===== src/rtl/mux_scan_pkg.sv =====
// Shared state encoding and default sizing for the mux scan sequencer.
package mux_scan_pkg;

  typedef enum logic {
    ST_IDLE = 1'b0,
    ST_SCAN = 1'b1
  } state_t;

  localparam int DEF_NUM_CH = 4;
  localparam int DEF_SEL_W  = 2;
  localparam int DEF_DWELL  = 2;

endpackage


===== src/rtl/mux_scan_dwell_cnt.sv =====
// Modulo-DWELL counter; wrap marks the last cycle of a dwell while enabled.
module mux_scan_dwell_cnt #(
  parameter int DWELL = 2
) (
  input  logic clk,
  input  logic rst_n,
  input  logic clear,
  input  logic enable,
  output logic wrap
);

  localparam int             CW   = (DWELL > 1) ? $clog2(DWELL) : 1;
  localparam logic [CW-1:0]  LAST = CW'(DWELL - 1);

  logic [CW-1:0] r_cnt;

  assign wrap = enable && (r_cnt == LAST);

  always_ff @(posedge clk) begin
    if (!rst_n) begin
      r_cnt <= '0;
    end else if (clear || wrap) begin
      r_cnt <= '0;
    end else if (enable) begin
      r_cnt <= r_cnt + 1'b1;
    end
  end

endmodule


===== src/rtl/mux_scan_ctrl.sv =====
// Steps the mux select through all channels, samples each after DWELL cycles
// and publishes the word with a done pulse. MUX_SCAN_CONT_EN adds gapless continuous scanning.
module mux_scan_ctrl
  import mux_scan_pkg::*;
#(
  parameter int NUM_CH = DEF_NUM_CH,
  parameter int SEL_W  = DEF_SEL_W,
  parameter int DWELL  = DEF_DWELL
) (
`ifdef MUX_SCAN_CONT_EN
  input  logic              cont,
`endif
  input  logic              clk,
  input  logic              rst_n,
  input  logic              start,
  input  logic              mux_out,
  output logic [SEL_W-1:0]  select,
  output logic              busy,
  output logic              done,
  output logic [NUM_CH-1:0] result
);

  localparam logic [SEL_W-1:0] LAST_CH = SEL_W'(NUM_CH - 1);

  state_t             r_state;
  logic [SEL_W-1:0]   r_ch;
  logic [SEL_W-1:0]   r_select;
  logic               r_busy;
  logic               r_done;
  logic [NUM_CH-1:0]  r_shadow;
  logic [NUM_CH-1:0]  r_result;
  logic [NUM_CH-1:0]  w_shadow_next;
  logic [NUM_CH-1:0]  w_capture;
  logic               w_wrap;
  logic               w_last;
  logic               w_cont;

`ifdef MUX_SCAN_CONT_EN
  assign w_cont = cont;
`else
  assign w_cont = 1'b0;
`endif

  assign w_last = w_wrap && (r_ch == LAST_CH);

  mux_scan_dwell_cnt #(
    .DWELL (DWELL)
  ) u_dwell_cnt (
    .clk    (clk),
    .rst_n  (rst_n),
    .clear  (r_state == ST_IDLE),
    .enable (r_state == ST_SCAN),
    .wrap   (w_wrap)
  );

  // The final channel goes straight into result from mux_out, bypassing the shadow.
  for (genvar gi = 0; gi < NUM_CH; gi++) begin : g_bit
    assign w_shadow_next[gi] = (w_wrap && (r_ch == SEL_W'(gi))) ? mux_out : r_shadow[gi];
    assign w_capture[gi]     = (gi == NUM_CH - 1) ? mux_out : r_shadow[gi];
  end

  always_ff @(posedge clk) begin
    if (!rst_n) begin
      r_state  <= ST_IDLE;
      r_ch     <= '0;
      r_select <= '0;
      r_busy   <= 1'b0;
      r_done   <= 1'b0;
      r_shadow <= '0;
      r_result <= '0;
    end else begin
      r_done   <= 1'b0;
      r_shadow <= w_shadow_next;
      case (r_state)
        ST_IDLE: begin
          r_select <= '0;
          r_busy   <= 1'b0;
          if (start) begin
            r_state <= ST_SCAN;
            r_ch    <= '0;
            r_busy  <= 1'b1;
          end
        end
        ST_SCAN: begin
          if (w_wrap) begin
            if (!w_last) begin
              r_ch     <= r_ch + 1'b1;
              r_select <= r_ch + 1'b1;
            end else begin
              r_result <= w_capture;
              r_done   <= 1'b1;
              r_ch     <= '0;
              r_select <= '0;
              if (!w_cont) begin
                r_state <= ST_IDLE;
                r_busy  <= 1'b0;
              end
            end
          end
        end
        default: r_state <= ST_IDLE;
      endcase
    end
  end

  assign select = r_select;
  assign busy   = r_busy;
  assign done   = r_done;
  assign result = r_result;

endmodule

===== config.mk =====
export PLATFORM = sky130hd
export DESIGN_NAME = mux_scan_ctrl
export DESIGN_NICKNAME = d
export VERILOG_FILES = /design/src/rtl/mux_scan_pkg.sv /design/src/rtl/mux_scan_dwell_cnt.sv /design/src/rtl/mux_scan_ctrl.sv
export SDC_FILE = /design/constraint.sdc
export NUM_CORES = 1
export LEC_CHECK = 0
export ABC_CLOCK_PERIOD_IN_PS = 2700
export CAP_MARGIN = 40
export CORE_AREA = 2 2 39 41
export CTS_BUF_LIST = sky130_fd_sc_hd__clkbuf_4 sky130_fd_sc_hd__clkbuf_8 sky130_fd_sc_hd__clkbuf_16
export CTS_CLUSTER_SIZE = 28
export DETAILED_ROUTE_END_ITERATION = 10
export DIE_AREA = 0 0 41 43
export PLACE_DENSITY = 0.73
export SYNTH_ARGS = -nofsm -noshare
export SYNTH_HDL_FRONTEND = slang
export SYNTH_SLANG_ARGS = --single-unit

===== constraint.sdc =====
create_clock -name clk -period 2.7 [get_ports clk]
set_clock_uncertainty 0.15 [all_clocks]
set_input_delay 0.405 -clock clk [delete_from_list [all_inputs] [get_ports clk]]
set_output_delay 0.405 -clock clk [all_outputs]
set_load 0.01 [all_outputs]

==> flow_metrics.py <==
metrics = {
    "outcome": {
        "status": "complete, no violations",
    },
    "critical_path": {
        "worst_ep_arrival_time_ns": 1.16,
        "critical_path.slowest_cell": "sky130_fd_sc_hd__clkdlybuf4s50_1",
        "worst_r2r_path_depth": 4,
        "critPathLaunchType": "flip-flop",
        "endpoint_kind": "output port",
        "crit_type": "reg2out",
        "crit_path_cell_trace": "clkdlybuf4s50_1",
        "worstPathMaxFanout": 2,
        "worstReg2RegEnd": "r_ch[1]",
        "timing.rr.start": "r_ch[0]",
        "critical-path-max-stage-delay_ns": 0.54,
        "critical_path.n_buffers_inverters": 1,
        "timing.reg2reg.setup_slack_ns": 1.31,
        "crit_family": "buffers and inverters",
        "cp_data_required_time_ns": 2.14,
    },
    "timing": {
        "slew_hr_pct": 67.9,
        "setup_tns_ns": 0,
        "timing.final.ws_setup_ns": 0.989,
        "worst_hold_slack_ns": 0.317,
        "setup-violations-final": 0,
        "slew_viol_final": 0,
        "rsz0062_at_grt": "no",
        "maximum_clock_frequency_mhz": 585,
        "final_min_period_over_clock_period_pct": 63.4,
        "hold_viol": 0,
        "worst-slew-pin-transition_ns": 0.480,
        "period_needed_ns": 1.71,
    },
    "cells_and_area": {
        "layout_cells_sized_above_1_pct": 8.75,
        "area.growth.synth_to_final_pct": 21.1,
        "design.final.nets": 89,
        "final-instance-count-excl-fill": 96,
        "num-fill-cells": 135,
        "antennaDiodeCount": 0,
    },
    "min_path": {
        "min_delay_worst_endpoint": "result[1]",
        "hold_depth": 2,
        "hold_class": "reg2reg",
        "startpoint_of_the_worst_hold_path": "r_shadow[1]",
    },
    "clock_network": {
        "cts-hold-fix-buffers": 0,
        "cts_tree": "done",
        "cts-root-to-sink-buffers": 2,
        "clkSlewWorstSetupHoldPaths_ns": 0.09,
        "resized_cells_post_cts": 0,
        "cts_num_sinks": 15,
        "cts-buffers-inserted": 3,
        "clk-insertion-delay-late_ns": 0.27,
        "root_buffer": "sky130_fd_sc_hd__clkbuf_4",
        "h-tree-depth": 1,
        "postCtsSetupRepairBufs": 0,
    },
    "grt": {
        "grt.overflow.total": 0,
        "grt_first_pass_wirelength_um": 1660,
        "groute.usage.overall_pct": 13.9,
        "number_of_global_route_vias_before_repair": 401,
        "antenna_violations_before_repair": 0,
        "pin_count_of_the_biggest_net_entering_global_routing": 15,
    },
    "power": {
        "comb_power_share_pct": 7.1,
        "internal-power_mw": 0.295,
        "max-vdd-ir-drop_uv": 309,
        "switching_power_mw": 0.0915,
        "switching_fraction_pct": 23.7,
        "p_leak_nw": 0.278,
        "power_mw": 0.386,
        "power_per_cell_area_nw_per_um2": 504,
        "p_seq_share_pct": 60.9,
        "clkPwrFrac_pct": 32.0,
    },
    "logic_synthesis": {
        "synth-simple-area-share_pct": 21.5,
        "synth.yosys.warnings": 0,
        "syn_nets": 76,
        "synthMuxAreaShare_pct": 3.16,
        "xor_xnor_share_of_the_synthesized_area_pct": 0,
        "synth_cell_type_count": 19,
        "combinational_family_with_the_most_area_after_synthesis": "simple AND/OR/NAND/NOR gates",
        "per_instance_average_area_after_synthesis_um2": 9.31,
        "synthesized_netlist_cell_count": 68,
        "synth_compound_gate_area_share_pct": 13.8,
        "synth_seq_area_share_pct": 47.4,
        "yosysTopAreaCellShare_pct": 47.4,
        "biggest_area_contributors_in_the_synthesized_netlist": "sky130_fd_sc_hd__dfxtp_1, sky130_fd_sc_hd__nand3_1, sky130_fd_sc_hd__ha_1, sky130_fd_sc_hd__o21ai_0, sky130_fd_sc_hd__nand2_1",
        "mappedNetlistArea_um2": 633,
        "synth_seq_cells": 15,
        "netlist.top_cell.by_area": "sky130_fd_sc_hd__dfxtp_1",
        "synthAdderAreaFrac_pct": 7.91,
    },
    "die": {
        "fp.dieH_um": 43,
        "design.die.area_um2": 1760,
        "floorplan.io_pins": 12,
        "die_width_um": 41,
        "core_um2": 1380,
        "num_rows": 14,
        "initial_utilization_pct": 45.8,
    },
    "detailed_routing": {
        "totalWireLength_um": 1050,
        "vias_per_cell": 4.91,
        "routedWlPerCell_um": 10.9,
        "drt-pass1-iter-count": 4,
        "drt_first_iter_violations": 11,
        "drc": 0,
        "remaining_antenna_violation_count": 0,
        "dr_total_vias": 471,
    },
    "run": {
        "drv.max_cap_violation_count": 0,
    },
    "place": {
        "numPlacedInstances": 92,
        "pre_cts_ws_ns": 0.931,
        "numPortBuffers": 11,
        "routabilityCongestion": 0.778,
        "dp_hpwl_um": 750,
    },
}
==> worst max-delay path by stage <==
| stage | start | endpoint | slack (ns) | depth (start not counted) |
|---|---|---|---|---|
| after floorplan | r_ch[0] | r_ch[1] | 1.44 | 4 |
| after global placement | rst_n | r_ch[0] | 0.98 | 3 |
| after detailed placement | rst_n | r_ch[0] | 0.93 | 3 |
| after CTS | select[1] | select[1] | 0.98 | 1 |
| after global routing | select[1] | select[1] | 0.93 | 1 |
| final | result[3] | result[3] | 0.99 | 1 |
==> cell usage after synthesis <==
master / count
sky130_fd_sc_hd__nand2_1: 7
sky130_fd_sc_hd__a21oi_1: 2
sky130_fd_sc_hd__inv_1: 4
sky130_fd_sc_hd__o211a_1: 1
sky130_fd_sc_hd__nand3_1: 11
sky130_fd_sc_hd__buf_6: 1
sky130_fd_sc_hd__buf_4: 1
sky130_fd_sc_hd__a32oi_1: 1
sky130_fd_sc_hd__o21ai_1: 1
sky130_fd_sc_hd__nand2b_1: 3
sky130_fd_sc_hd__a311oi_2: 1
sky130_fd_sc_hd__dfxtp_1: 15
sky130_fd_sc_hd__mux2i_1: 2
sky130_fd_sc_hd__a21oi_2: 1
sky130_fd_sc_hd__nand3_4: 1
sky130_fd_sc_hd__o21ai_0: 6
sky130_fd_sc_hd__ha_1: 4
sky130_fd_sc_hd__buf_2: 1
sky130_fd_sc_hd__nor2_1: 5
==> state kept, by name (all words and copies together) (netlist names) <==
name / flops
r_state: 1
done: 1
u_dwell_cnt.r_cnt: 1
select: 2
result: 4
r_shadow: 3
busy: 1
r_ch: 2
==> final cells by class <==
class	instances	area (um2)	share of cell area, %
Sequential cell	15	300	39.2
Multi-Input combinational cell	46	294	38.3
Timing Repair Buffer	11	110	14.4
Clock buffer	3	22.5	2.94
Tap cell	16	20.0	2.61
Inverter	4	15.0	1.96
Clock inverter	1	5.00	0.653
==> through the flow <==
step	area (um2)	util, %
floorplan	633	-
global placement	739	53.4
global route	767	55.4
finish	767	55.4
CTS	767	55.4
detailed placement	739	53.4
==> cells by family after synthesis <==
logic type | count (synthesis)
buffers and inverters | 7
AO/OA/AOI/OAI | 13
flip-flops | 15
adder cells (fa/ha/maj) | 4
AND/OR/NAND/NOR | 27
multiplexers | 2
==> cells in the final DEF (no fill, tap or decap) <==
cell type,instances
sky130_fd_sc_hd__a21oi_1,2
sky130_fd_sc_hd__a21oi_2,1
sky130_fd_sc_hd__a311oi_2,1
sky130_fd_sc_hd__a32oi_1,1
sky130_fd_sc_hd__clkbuf_4,3
sky130_fd_sc_hd__clkdlybuf4s50_1,11
sky130_fd_sc_hd__clkinv_2,1
sky130_fd_sc_hd__dfxtp_1,15
sky130_fd_sc_hd__ha_1,4
sky130_fd_sc_hd__inv_1,4
sky130_fd_sc_hd__mux2i_1,2
sky130_fd_sc_hd__nand2_1,7
sky130_fd_sc_hd__nand2b_1,3
sky130_fd_sc_hd__nand3_1,11
sky130_fd_sc_hd__nand3_4,1
sky130_fd_sc_hd__nor2_1,5
sky130_fd_sc_hd__o211a_1,1
sky130_fd_sc_hd__o21ai_0,6
sky130_fd_sc_hd__o21ai_1,1
==> power groups by stage <==
stage          sequential (mW)  clock (mW)  combinational [mW]
6_report                 0.235       0.123              0.0274
5_1_grt                  0.237       0.144              0.0305
4_1_cts                  0.235       0.130              0.0275
3_5_place_dp             0.241           0              0.0272
3_3_place_gp             0.240           0              0.0266
2_1_floorplan            0.236           0              0.0233
==> layer usage <==
layer	vias to the layer above	share of wire (%)	GRT usage (%)	routed length, um
met4	0	0.57	8.00	6
met5	-	0	0	0
met1	205	54	19.0	566
met2	10	40	19.4	423
li1	254	-	-	-
met3	2	4.9	3.14	51
Power figures use the tool's default switching activity.
